[config.mk]
export PLATFORM = sky130hd
export DESIGN_NAME = mux_rr_nbit
export DESIGN_NICKNAME = d
export VERILOG_FILES = /design/src/rtl/mopshub_mux_pkg.sv /design/src/rtl/rr_arbiter_nbit.sv /design/src/rtl/mux_rr_nbit.sv
export SDC_FILE = /design/constraint.sdc
export NUM_CORES = 1
export LEC_CHECK = 0
export ABC_AREA = 1
export CORE_MARGIN = 1.5
export CORE_UTILIZATION = 50
export DETAILED_ROUTE_END_ITERATION = 12
export GPL_ROUTABILITY_DRIVEN = 0
export PLACE_DENSITY = 0.74
export SLEW_MARGIN = 20
export SYNTH_ARGS = -nofsm -noshare
export SYNTH_HDL_FRONTEND = slang
export SYNTH_HIERARCHICAL = 1
export SYNTH_SLANG_ARGS = --single-unit
[constraint.sdc]
create_clock -name clk -period 3.6 [get_ports clk]
set_input_delay 0.72 -clock clk [delete_from_list [all_inputs] [get_ports clk]]
set_output_delay 0.72 -clock clk [all_outputs]
set_load 0.01 [all_outputs]
[src/rtl/mopshub_mux_pkg.sv]
// Shared constants, output-stage state type and pointer helper for the mux_rr_nbit channel mux.
package mopshub_mux_pkg;

  localparam logic MODE_FIXED = 1'b0;
  localparam logic MODE_RR    = 1'b1;

  localparam int unsigned STATS_W = 16;

  typedef enum logic {
    ST_EMPTY = 1'b0,
    ST_FULL  = 1'b1
  } out_state_e;

  // Index of the channel after idx, wrapping to 0 after the last channel.
  function automatic int unsigned next_ptr(input int unsigned idx, input int unsigned n_ch);
    return (idx == n_ch - 1) ? 0 : idx + 1;
  endfunction

endpackage

[src/rtl/rr_arbiter_nbit.sv]
// Combinational rotate-priority encoder: first set request at or after ptr, wrapping.
module rr_arbiter_nbit #(
  parameter int unsigned N_CH  = 8,
  parameter int unsigned IDX_W = $clog2(N_CH)
) (
  input  logic [N_CH-1:0]  req,
  input  logic [IDX_W-1:0] ptr,
  output logic [N_CH-1:0]  gnt_onehot,
  output logic [IDX_W-1:0] gnt_idx,
  output logic             any_gnt
);

  always_comb begin : encode
    int unsigned cand;
    cand       = 0;
    gnt_onehot = '0;
    gnt_idx    = '0;
    any_gnt    = 1'b0;
    for (int unsigned i = 0; i < N_CH; i++) begin
      cand = 32'(ptr) + i;
      if (cand >= N_CH) cand = cand - N_CH;
      if (!any_gnt && req[cand]) begin
        any_gnt          = 1'b1;
        gnt_onehot[cand] = 1'b1;
        gnt_idx          = IDX_W'(cand);
      end
    end
  end

endmodule

[src/rtl/mux_rr_nbit.sv]
// N_CH-to-1 handshaked mux with fixed-select or round-robin choice and a registered output stage.
// Optional grant statistics counter enabled by defining MUX_RR_STATS_EN.
module mux_rr_nbit
  import mopshub_mux_pkg::*;
#(
  parameter int unsigned N_CH   = 8,
  parameter int unsigned DATA_W = 2,
  parameter int unsigned SEL_W  = $clog2(N_CH)
) (
  input  logic                   clk,
  input  logic                   rst,
  input  logic                   mode,
  input  logic [SEL_W-1:0]       sel_in,
  input  logic [N_CH*DATA_W-1:0] data_in,
  input  logic [N_CH-1:0]        valid_in,
  output logic [N_CH-1:0]        ready_in,
  output logic [DATA_W-1:0]      data_out,
  output logic                   valid_out,
  input  logic                   ready_out,
  output logic [SEL_W-1:0]       grant_out
`ifdef MUX_RR_STATS_EN
  ,
  input  logic                   stats_clr,
  output logic [STATS_W-1:0]     grant_cnt
`endif
);

  out_state_e        state_q, state_d;
  logic [DATA_W-1:0] data_q, data_d;
  logic [SEL_W-1:0]  grant_q, grant_d;
  logic [SEL_W-1:0]  rr_ptr_q, rr_ptr_d;

  logic              can_load_c;
  logic              xfer_c;
  logic [DATA_W-1:0] ld_data_c;
  logic [SEL_W-1:0]  ld_idx_c;

  logic [N_CH-1:0]   arb_onehot;
  logic [SEL_W-1:0]  arb_idx;
  logic              arb_any;

  rr_arbiter_nbit #(
    .N_CH  (N_CH),
    .IDX_W (SEL_W)
  ) u_arb (
    .req        (valid_in),
    .ptr        (rr_ptr_q),
    .gnt_onehot (arb_onehot),
    .gnt_idx    (arb_idx),
    .any_gnt    (arb_any)
  );

  // Accept strobe: register empty or being drained this cycle; an out-of-range sel_in matches no channel.
  always_comb begin : ready_gen
    can_load_c = 1'b0;
    ready_in   = '0;
    if (!rst) can_load_c = (state_q == ST_EMPTY) || ready_out;
    if (mode == MODE_FIXED) begin
      for (int unsigned k = 0; k < N_CH; k++) begin
        if (SEL_W'(k) == sel_in) ready_in[k] = can_load_c;
      end
    end else if (arb_any) begin
      ready_in = arb_onehot & {N_CH{can_load_c}};
    end
  end

  always_comb begin : next_state
    state_d   = state_q;
    data_d    = data_q;
    grant_d   = grant_q;
    rr_ptr_d  = rr_ptr_q;
    ld_data_c = '0;
    xfer_c    = |(valid_in & ready_in);
    ld_idx_c  = (mode == MODE_FIXED) ? sel_in : arb_idx;

    for (int unsigned k = 0; k < N_CH; k++) begin
      if (ready_in[k]) ld_data_c = data_in[k*DATA_W +: DATA_W];
    end

    case (state_q)
      ST_EMPTY: if (xfer_c) state_d = ST_FULL;
      ST_FULL:  if (ready_out && !xfer_c) state_d = ST_EMPTY;
      default:  state_d = ST_EMPTY;
    endcase

    if (xfer_c) begin
      data_d  = ld_data_c;
      grant_d = ld_idx_c;
      if (mode == MODE_RR) rr_ptr_d = SEL_W'(next_ptr(32'(arb_idx), N_CH));
    end
  end

  always_ff @(posedge clk or posedge rst) begin : regs
    if (rst) begin
      state_q  <= ST_EMPTY;
      data_q   <= '0;
      grant_q  <= '0;
      rr_ptr_q <= '0;
    end else begin
      state_q  <= state_d;
      data_q   <= data_d;
      grant_q  <= grant_d;
      rr_ptr_q <= rr_ptr_d;
    end
  end

  assign data_out  = data_q;
  assign grant_out = grant_q;
  assign valid_out = (state_q == ST_FULL);

`ifdef MUX_RR_STATS_EN
  logic [STATS_W-1:0] grant_cnt_q, grant_cnt_d;

  // Saturating transfer counter; clear wins over a same-cycle increment.
  always_comb begin : stats_next
    grant_cnt_d = grant_cnt_q;
    if (stats_clr) begin
      grant_cnt_d = '0;
    end else if (xfer_c && (grant_cnt_q != {STATS_W{1'b1}})) begin
      grant_cnt_d = grant_cnt_q + STATS_W'(1);
    end
  end

  always_ff @(posedge clk or posedge rst) begin : stats_reg
    if (rst) grant_cnt_q <= '0;
    else     grant_cnt_q <= grant_cnt_d;
  end

  assign grant_cnt = grant_cnt_q;
`endif

endmodule
Yosys cells after proc, flatten, opt, wreduce, memory -nomap -nowiden
Cells that the tools add are included.
{"block": "op_classes", "n_mux": 88, "n_bitwise": 10, "reduce_logical": 28, "n_lt_le_gt_ge": 24, "n_eq_ne": 8, "addsub": 16}
{"op": "$ge 32x1->1 const B", "count": 8}
{"op": "$lt 32x4->1 const B", "count": 8}
{"op": "$mux 32", "count": 8}
{"op": "$ge 32x4->1 const B", "count": 7}
{"op": "$sub 32x4->32 const B", "count": 7}
{"op": "$mux 8", "count": 10}
{"op": "$or 8x8->8", "count": 7}
{"op": "$mux 1", "count": 35}
{"op": "$mux 3", "count": 10}
{"op": "$bmux 1 s3", "count": 8}
{"op": "$demux 1 s3", "count": 8}
{"op": "$add 3x3->4 const B", "count": 4}
{"op": "$and 8x8->8", "count": 2}
{"op": "$logic_and 1x1->1", "count": 16}
{"op": "$mux 2", "count": 8}
{"op": "$eq 3x3->1 const A", "count": 4}
{"op": "$add 3x2->4 const B", "count": 2}
{"op": "$logic_not 1->1", "count": 8}
{"op": "$reduce_or 8->1", "count": 1}
{"op": "$eq 2x3->1 const A", "count": 2}
{"op": "$sub 3x4->5 const B", "count": 1}
{"op": "$add 3x1->4 const B", "count": 1}
{"op": "$ge 3x4->1 const B", "count": 1}
{"op": "$add 3x1->3 const B", "count": 1}
{"op": "other kinds (7)", "count": 7}
{"block": "totals", "out_inout_bits": 14, "wordCells": 178, "ff_bits": 9, "input_bits": 31}

Logic depth before layout (Yosys ltp)
Gate-level depths: netlist of run 1.
{"block": "logic_depth", "ltp_word": 37, "mapped_depth": 30, "ltp_nobuf": 28}

Modules after synthesis
Netlist of run 1, hierarchy kept.
{"module": "rr_arbiter_nbit", "cells_per_inst": 308, "seq_area_each_um2": 0.0, "area_per_inst_um2": 1540.2, "instances": 1}
{"module": "mux_rr_nbit", "cells_per_inst": 158, "seq_area_each_um2": 225.2, "area_per_inst_um2": 969.7, "instances": 1}

Worst setup path after synthesis of run 1
Ideal clock, no wire load.
{"block": "synth_timing", "path_kind": "reg-to-output", "start": "register rr_ptr_q[0]", "end": "output ready_in[3]", "slack_ns": 0.236, "arrival_time_ns": 2.644, "path_buffers": 3, "required_ns": 2.880, "path_stages_with_launch": 20, "path_cell_list": "dfrtp_1 -> inv_2 -> buf_6 -> clkbuf_1 -> ha_1 -> inv_2 -> nand3_2 -> nand3_2 -> nand2_2 -> nor2_8 -> nand4_4 -> nor2_4 -> buf_6 -> nand3b_1 -> nand2_4 -> inv_6 -> nand2_1 -> nand2_1 -> nand2_1 -> inv_1"}
{"block": "synth_between", "word_cells_on_any_way": 127, "classes_between": "add/sub: 15; order compare: 24; mux: 58; bitwise: 8; reduce/logical: 22"}
{"element": "from (decl)", "line_no": "mux_rr_nbit.sv:31", "source": "logic [SEL_W-1:0] rr_ptr_q, rr_ptr_d;"}
{"element": "from (signal assigned)", "line_no": "mux_rr_nbit.sv:103", "source": "rr_ptr_q <= rr_ptr_d;"}
{"element": "branches (longest 25 deep; another with $sub 32x4->32)"}
{"element": "$mux 1 *", "line_no": "rr_arbiter_nbit.sv:22", "source": "if (!any_gnt && req[cand]) begin"}
{"element": "named net arb_any", "line_no": "mux_rr_nbit.sv:40", "source": "logic arb_any;"}
{"element": "$mux 8 *", "line_no": "mux_rr_nbit.sv:62", "source": "end else if (arb_any) begin"}
{"element": "$mux 8 *", "line_no": "mux_rr_nbit.sv:58", "source": "if (mode == MODE_FIXED) begin"}
{"element": "to (decl)", "line_no": "mux_rr_nbit.sv:16", "source": "output logic [N_CH-1:0] ready_in,"}
Mark *: on every way through the listed nets, which the timed path passes. The select of a mux whose other input is x is not followed.

Worst setup path in the final report of run 1
{"block": "layout_timing", "start": "input valid_in[2]", "end": "output ready_in[0]"}
{"block": "layout_between", "elab_chain_cells": 27, "word_cells_on_any_way": 56, "classes_between": "mux: 34; bitwise: 8; reduce/logical: 14"}
{"element": "from (decl)", "line_no": "mux_rr_nbit.sv:15", "source": "input logic [N_CH-1:0] valid_in,"}
{"element": "$bmux 1 s3", "line_no": "rr_arbiter_nbit.sv:22"}
{"element": "$mux 1 (implied by the code)", "line_no": "rr_arbiter_nbit.sv:22"}
{"element": "$mux 1", "line_no": "rr_arbiter_nbit.sv:22"}
{"element": "$logic_not 1->1", "line_no": "rr_arbiter_nbit.sv:22"}
{"element": "$logic_and 1x1->1", "line_no": "rr_arbiter_nbit.sv:22"}
{"element": "$mux 1", "line_no": "rr_arbiter_nbit.sv:22"}
{"element": "$logic_not 1->1", "line_no": "rr_arbiter_nbit.sv:22"}
{"element": "$logic_and 1x1->1", "line_no": "rr_arbiter_nbit.sv:22"}
{"element": "(+12 left out)"}
{"element": "$mux 1", "line_no": "rr_arbiter_nbit.sv:22"}
{"element": "$logic_not 1->1", "line_no": "rr_arbiter_nbit.sv:22"}
{"element": "$logic_and 1x1->1", "line_no": "rr_arbiter_nbit.sv:22"}
{"element": "$mux 8 *", "line_no": "rr_arbiter_nbit.sv:22"}
{"element": "named net arb_onehot[0]", "line_no": "mux_rr_nbit.sv:38", "source": "logic [N_CH-1:0] arb_onehot;"}
{"element": "$and 8x8->8 *", "line_no": "mux_rr_nbit.sv:63", "source": "ready_in = arb_onehot & {N_CH{can_load_c}};"}
{"element": "$mux 8 *", "line_no": "mux_rr_nbit.sv:62"}
{"element": "$mux 8 *", "line_no": "mux_rr_nbit.sv:58"}
The timed path passes the listed nets; every way through them passes the cells marked *. The select of a mux whose other input is x is not followed.

==> results of run 1 <==
-- power groups by stage --
stage               sequential, uW  clock (uW)  combinational, uW
CTS                            175         118               2950
global placement               176           0               2810
finish                         176         115               3190
detailed placement             176           0               2870
floorplan                      193           0               1850
global route                   182         126               3480
-- worst max-delay path: stages --
cell and delay, ns:
dlygate4sd2_1 0.27, nand2_1 0.12, nand3_2 0.12, nand2_1 0.10, nand2_1 0.09, nand2_4 0.12, nand3_2 0.13, nor2_1 0.11
buf_4 0.17, buf_4 0.13, nand3_1 0.06, nand3_1 0.09, nor2_1 0.04, nand3_1 0.07, nand3_1 0.10, a21oi_2 0.15
buf_2 0.16
-- cell families after synthesis --
family | after synthesis | synth area share [%]
buf+inv | 82 | 14.7
compound gates | 22 | 6.08
xor+xnor | 1 | 0.349
simple gates | 343 | 65.5
flops | 9 | 8.97
fa+ha+maj | 9 | 4.49
-- path summary, 6_finish.rpt --
kind,from,end,slack (ns)
setup / recovery,valid_in[2],ready_in[0],0.12
hold reg to reg,data_out[1],data_out[1],0.48
max in group asynchronous,rst,data_out[0],2.57
min in group asynchronous,rst,grant_out[1],0.90
hold / removal,data_out[1],data_out[1],0.48
setup reg to reg,rr_ptr_q[0],data_out[0],0.50
-- metal layers --
metal / track usage (%) / vias up
li1: - / 1697
met1: 44.4 / 1494
met2: 53.4 / 153
met3: 2.47 / 28
met4: 11.3 / 0
met5: 0 / -
-- state kept, by name (all words and copies together), names as in the netlist --
signal     flops
data_out       2
grant_out      3
rr_ptr_q       3
valid_out      1
-- synth_stat cells, drive strengths merged --
cell     count  share of area [%]
nand2      170                 29
nand3       65                 14
inv         63                 10
nor2        57                 11
nor3        27                5.4
nand4       22                6.1
o21ai       11                2.5
buf         10                3.3
dfrtp        9                9.0
ha           9                4.5
clkbuf       8                1.2
a21oi        6                1.9
a31oi        3                1.0
clkinv       1               0.15
nand3b       1               0.30
o21bai       1               0.30
o2bb2ai      1               0.35
or2          1               0.25
xnor2        1               0.35
-- per-stage QoR --
step | total power, uW | setup TNS, ns | hold WS, ns | utilization [%] | worst slack, ns
floorplan | 2040 | 0 | 0.513 | - | 0.236
global placement | 2990 | -2.85 | 0.468 | 70.2 | -0.399
detailed placement | 3040 | -3.27 | 0.474 | 70.2 | -0.458
CTS | 3240 | 0 | 0.485 | 72.1 | 0.0501
global route | 3790 | 0 | 0.504 | 73.9 | 0.0148
finish | 3480 | 0 | 0.478 | 73.9 | 0.123
-- layout make-up --
| class | instances | area share (%) |
|---|---|---|
| clock buffers | 4 | 1.27 |
| inverters | 64 | 7.29 |
| multi-input cells | 376 | 57.2 |
| flip-flops and latches | 9 | 6.37 |
| well taps | 67 | 2.37 |
| repair buffers | 106 | 25.5 |
-- what timing repair did --
action	CTS	global route
gates cloned	0	1
setup endpoints to repair	8	8
pin swaps	5	10
resized for setup	28	26
hold endpoints to repair	0	0
buffers inserted	4	1
==> flow_summary.toml, run 1 <==
[setup_path]
startpoint_type = "input port"
path_class = "in -> out"
crit_required_ns = 2.88
cp-end-kind = "primary output"
reg2reg_depth = 26
critPathArrivalTime_ns = 2.76
crit_fanout = 8

[clock_network]
clockBufferDepth = 2
cts_buffers = 3
clk_latency_ns = 0.23
clkTransAtPathRegs_ns = 0.04
cts_tree = "done"
cts_hold_buf = 0
h-tree-depth = 1
clock-root-buffer = "clkbuf_8"
clock_sinks = 9

[timing]
rsz0062_at_grt = "no"
finalHoldViolations = 0
slew_headroom_pct = 63.5
finalCriticalPeriod_ns = 3.48
max_freq_ghz = 0.288
timing.final.crit_share_pct = 96.6
finalMaxSlewViolations = 0
worstMarginPinSlew_ns = 0.544
setup_violations = 0
finClkSkew_ns = 0.00187

[global_routing]
grt_pass1_vias = 3167
antenna_found_initial = 0
grt_max_degree = 23
track_usage_pct = 32.4
gr-total-overflow = 0
grt_pass1_wl_um = 14000

[die]
dieArea_sq_um = 5450
initial_core_util_pct = 52.4
die_h_um = 73.9
core.rowCount = 25
io_pins = 45
core_sq_um = 4790
die_width_um = 73.9

[finish]
seq_area_sq_um = 225
fin_nets = 600
finish.instance_area_sq_um = 3530
final_common_cell = "nand2_1"
nFillCells = 441
multi_input_area_sq_um = 2020
stdcell_count = 626
final_cell_mix = "143 x nand2_1, 59 x buf_4, 55 x nand3_1"
num_antenna_cells = 0
final_layout_size_suffix_gt1_share_pct = 26.8
area_growth_pct = 40.8

[yosys]
netlist_instances = 466
synth.net_count = 506
postSynthAreaPerCell_sq_um = 5.39
yosysSeqAreaShare_pct = 8.97
synth_seq_cells = 9
yosys_warnings = 6
yosysUniqueCellTypes = 36
syn_area_sq_um = 2510

[power]
irDropWorstVdd_mv = 0.842
p_seq_share_pct = 5.1
clockPowerShare_pct = 3.3
p_leak_uw = 0.00181
p_per_area_nw_per_um2 = 985
swShare_pct = 59.1
p_comb_share_pct = 91.7
p_int_uw = 1420
power.switching_uw = 2060

[routing]
wl_met2_um = 4040
met3_length_um = 538
vias = 3372
ant_nets = 0
via_per_inst = 5.39
drt-total-wl_um = 8680
met1_length_um = 3890
drt_iter0_markers = 299
top_layer = "met4"
routedWlPerCell_um = 13.9
drc = 0
drt_first_pass_iters = 7

[place]
io_buffers = 44
place_area_sq_um = 3360
placed_cells = 616
hpwl_um = 6840

[job]
drv_cap = 0

[outcome]
status = "finished, final reports clean"

[hold_path]
hold_depth = 2
hold_path_class = "reg -> reg"
No activity file was read; power rests on OpenSTA's default activity.
==> run 2: changes to the inputs <==
--- a/config.mk
+++ b/config.mk
@@ -6,13 +6,14 @@
 export NUM_CORES = 1
 export LEC_CHECK = 0
 export ABC_AREA = 1
+export CAP_MARGIN = 20
 export CORE_MARGIN = 1.5
 export CORE_UTILIZATION = 50
 export DETAILED_ROUTE_END_ITERATION = 12
 export GPL_ROUTABILITY_DRIVEN = 0
 export PLACE_DENSITY = 0.74
+export REMOVE_ABC_BUFFERS = 1
 export SLEW_MARGIN = 20
 export SYNTH_ARGS = -nofsm -noshare
 export SYNTH_HDL_FRONTEND = slang
-export SYNTH_HIERARCHICAL = 1
 export SYNTH_SLANG_ARGS = --single-unit
==> flow_summary.toml, run 2 <==
[power]
p_int_uw = 1470
clockPowerShare_pct = 3.4
irDropWorstVdd_mv = 0.957
swShare_pct = 56.7
p_total_uw = 3400
p_seq_share_pct = 5.3
p_comb_share_pct = 91.3
power.switching_uw = 1920
p_leak_uw = 0.00172
p_per_area_nw_per_um2 = 1010

[place]
io_buffers = 44
hpwl_um = 6890
place_area_sq_um = 3180

[finish]
area_growth_pct = 45.3
num_antenna_cells = 0
final_common_cell = "nand2_1"
fin_nets = 572
final_cell_mix = "140 x nand2_1, 60 x buf_4, 48 x nand3_1"
utilization_pct = 76.5
nFillCells = 390
finish.instance_area_sq_um = 3380
final_layout_size_suffix_gt1_share_pct = 26.4

[yosys]
syn_area_sq_um = 2320
yosys_warnings = 0
yosysUniqueCellTypes = 36
netlist_top_cells_count = "146 x nand2_1, 51 x nand3_1, 47 x nor2_1"
synth_area_leader_cell = "nand2_1"
synth.top_cell.area_share_pct = 23.6
ys_dominant_reg_cell = "dfrtp_1"
yosys.cell_count.top_type = "nand2_1"
yosysSeqAreaShare_pct = 9.69
netlist_instances = 430
synth_area_leaders = "nand2_1 24%, nand3_1 11%, dfrtp_1 9.7%, nor2_1 7.6%, inv_1 6.1%"
synth_seq_cells = 9
postSynthAreaPerCell_sq_um = 5.41
synthArstFlopShare_pct = 100
synth_edf_count = 0

[routing]
drt_first_pass_iters = 6
drt-total-wl_um = 8510
drc = 0
routedWlPerCell_um = 14.6
ant_nets = 0
vias = 3251
via_per_inst = 5.59
drt_iter0_markers = 430

[timing]
finalMaxSlewViolations = 0
slew_headroom_pct = 71.2
max_freq_ghz = 0.290
finClkSkew_ns = 0.00104
setup_violations = 0
timing.final.crit_share_pct = 95.8
finalCriticalPeriod_ns = 3.45
worstMarginPinSlew_ns = 0.430
finalHoldViolations = 0

[hold_path]
hold_start = "grant_out[1]"
hold_path_class = "reg -> reg"
hold_end = "grant_out[1]"
hold_depth = 2

[global_routing]
gr-total-overflow = 0
track_usage_pct = 34.4
grt_pass1_wl_um = 14100
grt_max_degree = 24
antenna_found_initial = 0
grt_pass1_vias = 3035

[setup_path]
crit_path_max_incr_delay_ns = 0.27
path_cells = "dlygate4sd2_1 > nand2_1 > nand3_1 > nand2_1 > nand2_1 > nand2_2 > nand3_4 > nor2_4 > buf_4 > buf_4 > nand4_1 > nand2_1 > nor2_1 > nand3_1 > nand2_2 > nand2_4 > clkdlybuf4s15_2"
crit_path_frequent_cell = "nand2_1"
critPathSlowestCell = "dlygate4sd2_1"
cp-end-kind = "primary output"
path_class = "in -> out"
startpoint_type = "input port"
r2r_setup_slack_ns = 0.36
crit_fanout = 4
critPathTopFamily = "simple AND/OR/NAND/NOR gates"
timing.rr.end = "rr_ptr_q[0]"
reg2reg_depth = 19
crit_buf_inv = 4
crit_required_ns = 2.88
critPathArrivalTime_ns = 2.73
reg2reg_from = "rr_ptr_q[0]"

[outcome]
status = "finished, final reports clean"

[clock_network]
clk_latency_ns = 0.23
cts_tree = "done"
clock_sinks = 9
cts_buffers = 3
h-tree-depth = 1
clock-root-buffer = "clkbuf_8"
clkTransAtPathRegs_ns = 0.04
clockBufferDepth = 2

[die]
die_h_um = 71.2
core.rowCount = 24
core_sq_um = 4410
dieArea_sq_um = 5070
die_width_um = 71.2
initial_core_util_pct = 52.7
io_pins = 45

[job]
drv_cap = 0
==> run 2: stage by stage <==
stage	setup slack, ns	hold slack (ns)	cells	TNS (ns)
CTS	0.0347	0.483	581	0
finish	0.150	0.479	582	0
global placement	-0.382	0.463	570	-2.66
detailed placement	-0.407	0.459	570	-2.96
floorplan	-0.157	0.505	420	-0.951
global route	-0.00125	0.524	582	-0.00125
==> run 2: routing by layer <==
| metal | up-vias | global-route usage [%] | part of all wire, % |
|---|---|---|---|
| li1 | 1597 | - | - |
| met1 | 1466 | 46.2 | 43 |
| met2 | 153 | 58.0 | 47 |
| met3 | 35 | 1.99 | 6.6 |
| met4 | 0 | 12.6 | 3.5 |
| met5 | - | 0 | 0 |
==> run 2: area by class of cell <==
class / count / area [sq um] / area share (%)
clock buffer: 4 / 45.0 / 1.33
inverter: 49 / 186 / 5.52
multi-input combinational: 362 / 1950 / 57.6
sequential: 9 / 225 / 6.67
tap: 52 / 65.1 / 1.93
timing repair buffer: 106 / 911 / 27.0
==> run 2: cells by family after synthesis <==
family                   count (synthesis)  synth area share [%]
AO/OA/AOI/OAI                           45                  11.7
AND/OR/NAND/NOR                        306                  62.2
adder cells (fa/ha/maj)                 10                  5.38
flip-flops                               9                  9.69
XOR/XNOR                                 1                 0.377
buffers and inverters                   59                  10.6
==> run 2: worst max-delay path by stage <==
stage / startpoint / to / cells after the start
5_1_grt: rr_ptr_q[0] / ready_in[4] / 18
6_report: valid_in[6] / ready_in[2] / 17
2_1_floorplan: rr_ptr_q[0] / rr_ptr_q[0] / 20
3_3_place_gp: valid_in[5] / ready_in[7] / 14
4_1_cts: rr_ptr_q[0] / ready_in[7] / 18
3_5_place_dp: valid_in[5] / ready_in[7] / 14
==> run 2: what timing repair did <==
action                                  CTS  global route
buffers inserted                          7             1
cloned                                    0             0
hold endpoints to repair                  0             0
endpoints found under the setup margin    8             8
resized for setup                        45            10
hold buffers                              0             0
pin swaps                                 9             2
==> run 2: worst reg2reg max path: stages, from the launching register on <==
cell     delay [ns]
dfrtp_1        0.41
inv_2          0.09
buf_4          0.26
nand2_1        0.13
nand3_1        0.13
nand3_2        0.12
nand2_4        0.13
inv_4          0.05
nand3_4        0.08
nor2_4         0.06
buf_4          0.14
nand3_4        0.11
inv_2          0.05
buf_4          0.13
o41ai_1        0.30
nand2_1        0.17
ha_1           0.22
ha_1           0.17
or2_2          0.29
o21ai_1        0.13
==> run 2: power groups by stage <==
| stage | registers, uW | logic, uW | clock network, uW |
|---|---|---|---|
| 2_1_floorplan | 229 | 1670 | 0 |
| 3_3_place_gp | 177 | 2780 | 0 |
| 3_5_place_dp | 177 | 2840 | 0 |
| 4_1_cts | 176 | 2980 | 120 |
| 5_1_grt | 183 | 3400 | 123 |
| 6_report | 179 | 3100 | 117 |
==> run 3: changes to the inputs <==
--- a/config.mk
+++ b/config.mk
@@ -12,7 +12,7 @@
 export DETAILED_ROUTE_END_ITERATION = 12
 export GPL_ROUTABILITY_DRIVEN = 0
 export PLACE_DENSITY = 0.74
-export REMOVE_ABC_BUFFERS = 1
+export SKIP_LAST_GASP = 1
 export SLEW_MARGIN = 20
 export SYNTH_ARGS = -nofsm -noshare
 export SYNTH_HDL_FRONTEND = slang
==> flow_summary.toml, run 3 (synthesized netlist as in run 2, its figures left out) <==
[clock_network]
clock-root-buffer = "clkbuf_8"
clockBufferDepth = 2
clkTransAtPathRegs_ns = 0.04
clock_sinks = 9
cts_hold_buf = 0
h-tree-depth = 1
clk_latency_ns = 0.23
cts_tree = "done"
cts_buffers = 3

[die]
core_sq_um = 4410
io_pins = 45
dieArea_sq_um = 5070
die_width_um = 71.2
die_h_um = 71.2
core.rowCount = 24
initial_core_util_pct = 52.7

[finish]
area_growth_pct = 51.9
final_cell_mix = "134 x nand2_1, 69 x buf_4, 43 x nand3_1, 43 x nor2_1, 36 x inv_1"
fin_nets = 584
nFillCells = 341
num_antenna_cells = 0
final_layout_size_suffix_gt1_share_pct = 30.4
stdcell_count = 594
final_common_cell = "nand2_1"

[hold_path]
hold_depth = 2
hold_start = "grant_out[1]"
hold_path_class = "reg -> reg"
hold_end = "grant_out[1]"

[timing]
finalCriticalPeriod_ns = 3.50
max_freq_ghz = 0.285
timing.final.crit_share_pct = 97.3
finClkSkew_ns = 0.000474
finalMaxSlewViolations = 0
setup_violations = 0
slew_headroom_pct = 69.9
finalHoldViolations = 0
worstMarginPinSlew_ns = 0.447

[place]
io_buffers = 44
placed_cells = 572
hpwl_um = 6900

[setup_path]
crit_required_ns = 2.88
startpoint_type = "input port"
timing.rr.end = "rr_ptr_q[0]"
cp-end-kind = "primary output"
path_class = "in -> out"
critPathArrivalTime_ns = 2.78
crit_fanout = 3
r2r_setup_slack_ns = 0.34
startpoint = "valid_in[7]"
reg2reg_from = "rr_ptr_q[0]"
reg2reg_depth = 20

[routing]
drt_first_pass_iters = 6
top_layer = "met4"
drt-total-wl_um = 9580
wl_met2_um = 4640
met1_length_um = 3540
via_per_inst = 5.72
met3_length_um = 867
routedWlPerCell_um = 16.1
vias = 3397
drt_iter0_markers = 466
drc = 0
ant_nets = 0

[outcome]
status = "finished, final reports clean"

[global_routing]
antenna_found_initial = 0
grt_pass1_wl_um = 15200
grt_max_degree = 22
track_usage_pct = 37.5
grt_pass1_vias = 3343
gr-total-overflow = 0

[power]
p_leak_uw = 0.00181
p_total_uw = 3630
irDropWorstVdd_mv = 1.03
p_per_area_nw_per_um2 = 1030

[job]
drv_cap = 0

[yosys]
synth.net_count = 471
## run 3: what timing repair did
item	CTS	global route
setup buffers	10	8
pin swaps	9	5
gates resized for setup	40	30
setup endpoints to repair	8	14
## run 3: worst max-delay path, cell delays in order
cell	delay [ns]
dlygate4sd2_1	0.27
nand2_2	0.13
nand3_2	0.12
nand3_1	0.13
nand2_2	0.11
nor2_2	0.12
nand4_1	0.11
nor2_2	0.20
and3_4	0.23
buf_4	0.11
nand2_1	0.04
nand3_1	0.10
nand2_1	0.08
nand2_2	0.08
clkdlybuf4s15_1	0.23
## run 3: worst max-delay path by stage
stage,end,cells past startpoint
global placement,ready_in[6],14
CTS,ready_in[2],17
global route,ready_in[1],18
floorplan,ready_in[2],19
finish,ready_in[6],15
detailed placement,ready_in[5],14
## run 3: cell type report
| class | count | area [sq um] | area share [%] |
|---|---|---|---|
| Multi-Input combinational cell | 362 | 2000 | 56.7 |
| Timing Repair Buffer | 118 | 1010 | 28.5 |
| Sequential cell | 9 | 225 | 6.38 |
| Inverter | 49 | 186 | 5.28 |
| Tap cell | 52 | 65.1 | 1.84 |
| Clock buffer | 4 | 45.0 | 1.28 |
## run 3: where the power goes
group / internal (uW) / total, uW / switching (uW) / leakage (uW)
Sequential: 152 / 184 / 31.9 / 0.000107
Clock: 76.9 / 114 / 37.2 / 0.0000228
Combinational: 1310 / 3330 / 2030 / 0.00169
## run 3: routing by layer
layer  track usage [%]  vias to the layer above
li1                  -                     1612
met1              42.0                     1484
met2              66.0                      240
met3              7.55                       61
met4              20.3                        0
met5                 0                        -
## run 3: metrics by stage
step / hold WS, ns / setup slack, ns / TNS, ns / util (%) / area (sq um)
finish: 0.481 / 0.0965 / 0 / 80.0 / 3530
CTS: 0.481 / 0.00629 / 0 / 76.5 / 3380
detailed placement: 0.466 / -0.352 / -2.83 / 72.3 / 3190
global placement: 0.460 / -0.332 / -2.54 / 72.3 / 3190
floorplan: 0.505 / 0.148 / 0 / - / 2320
global route: 0.501 / -0.0494 / -0.184 / 80.0 / 3530
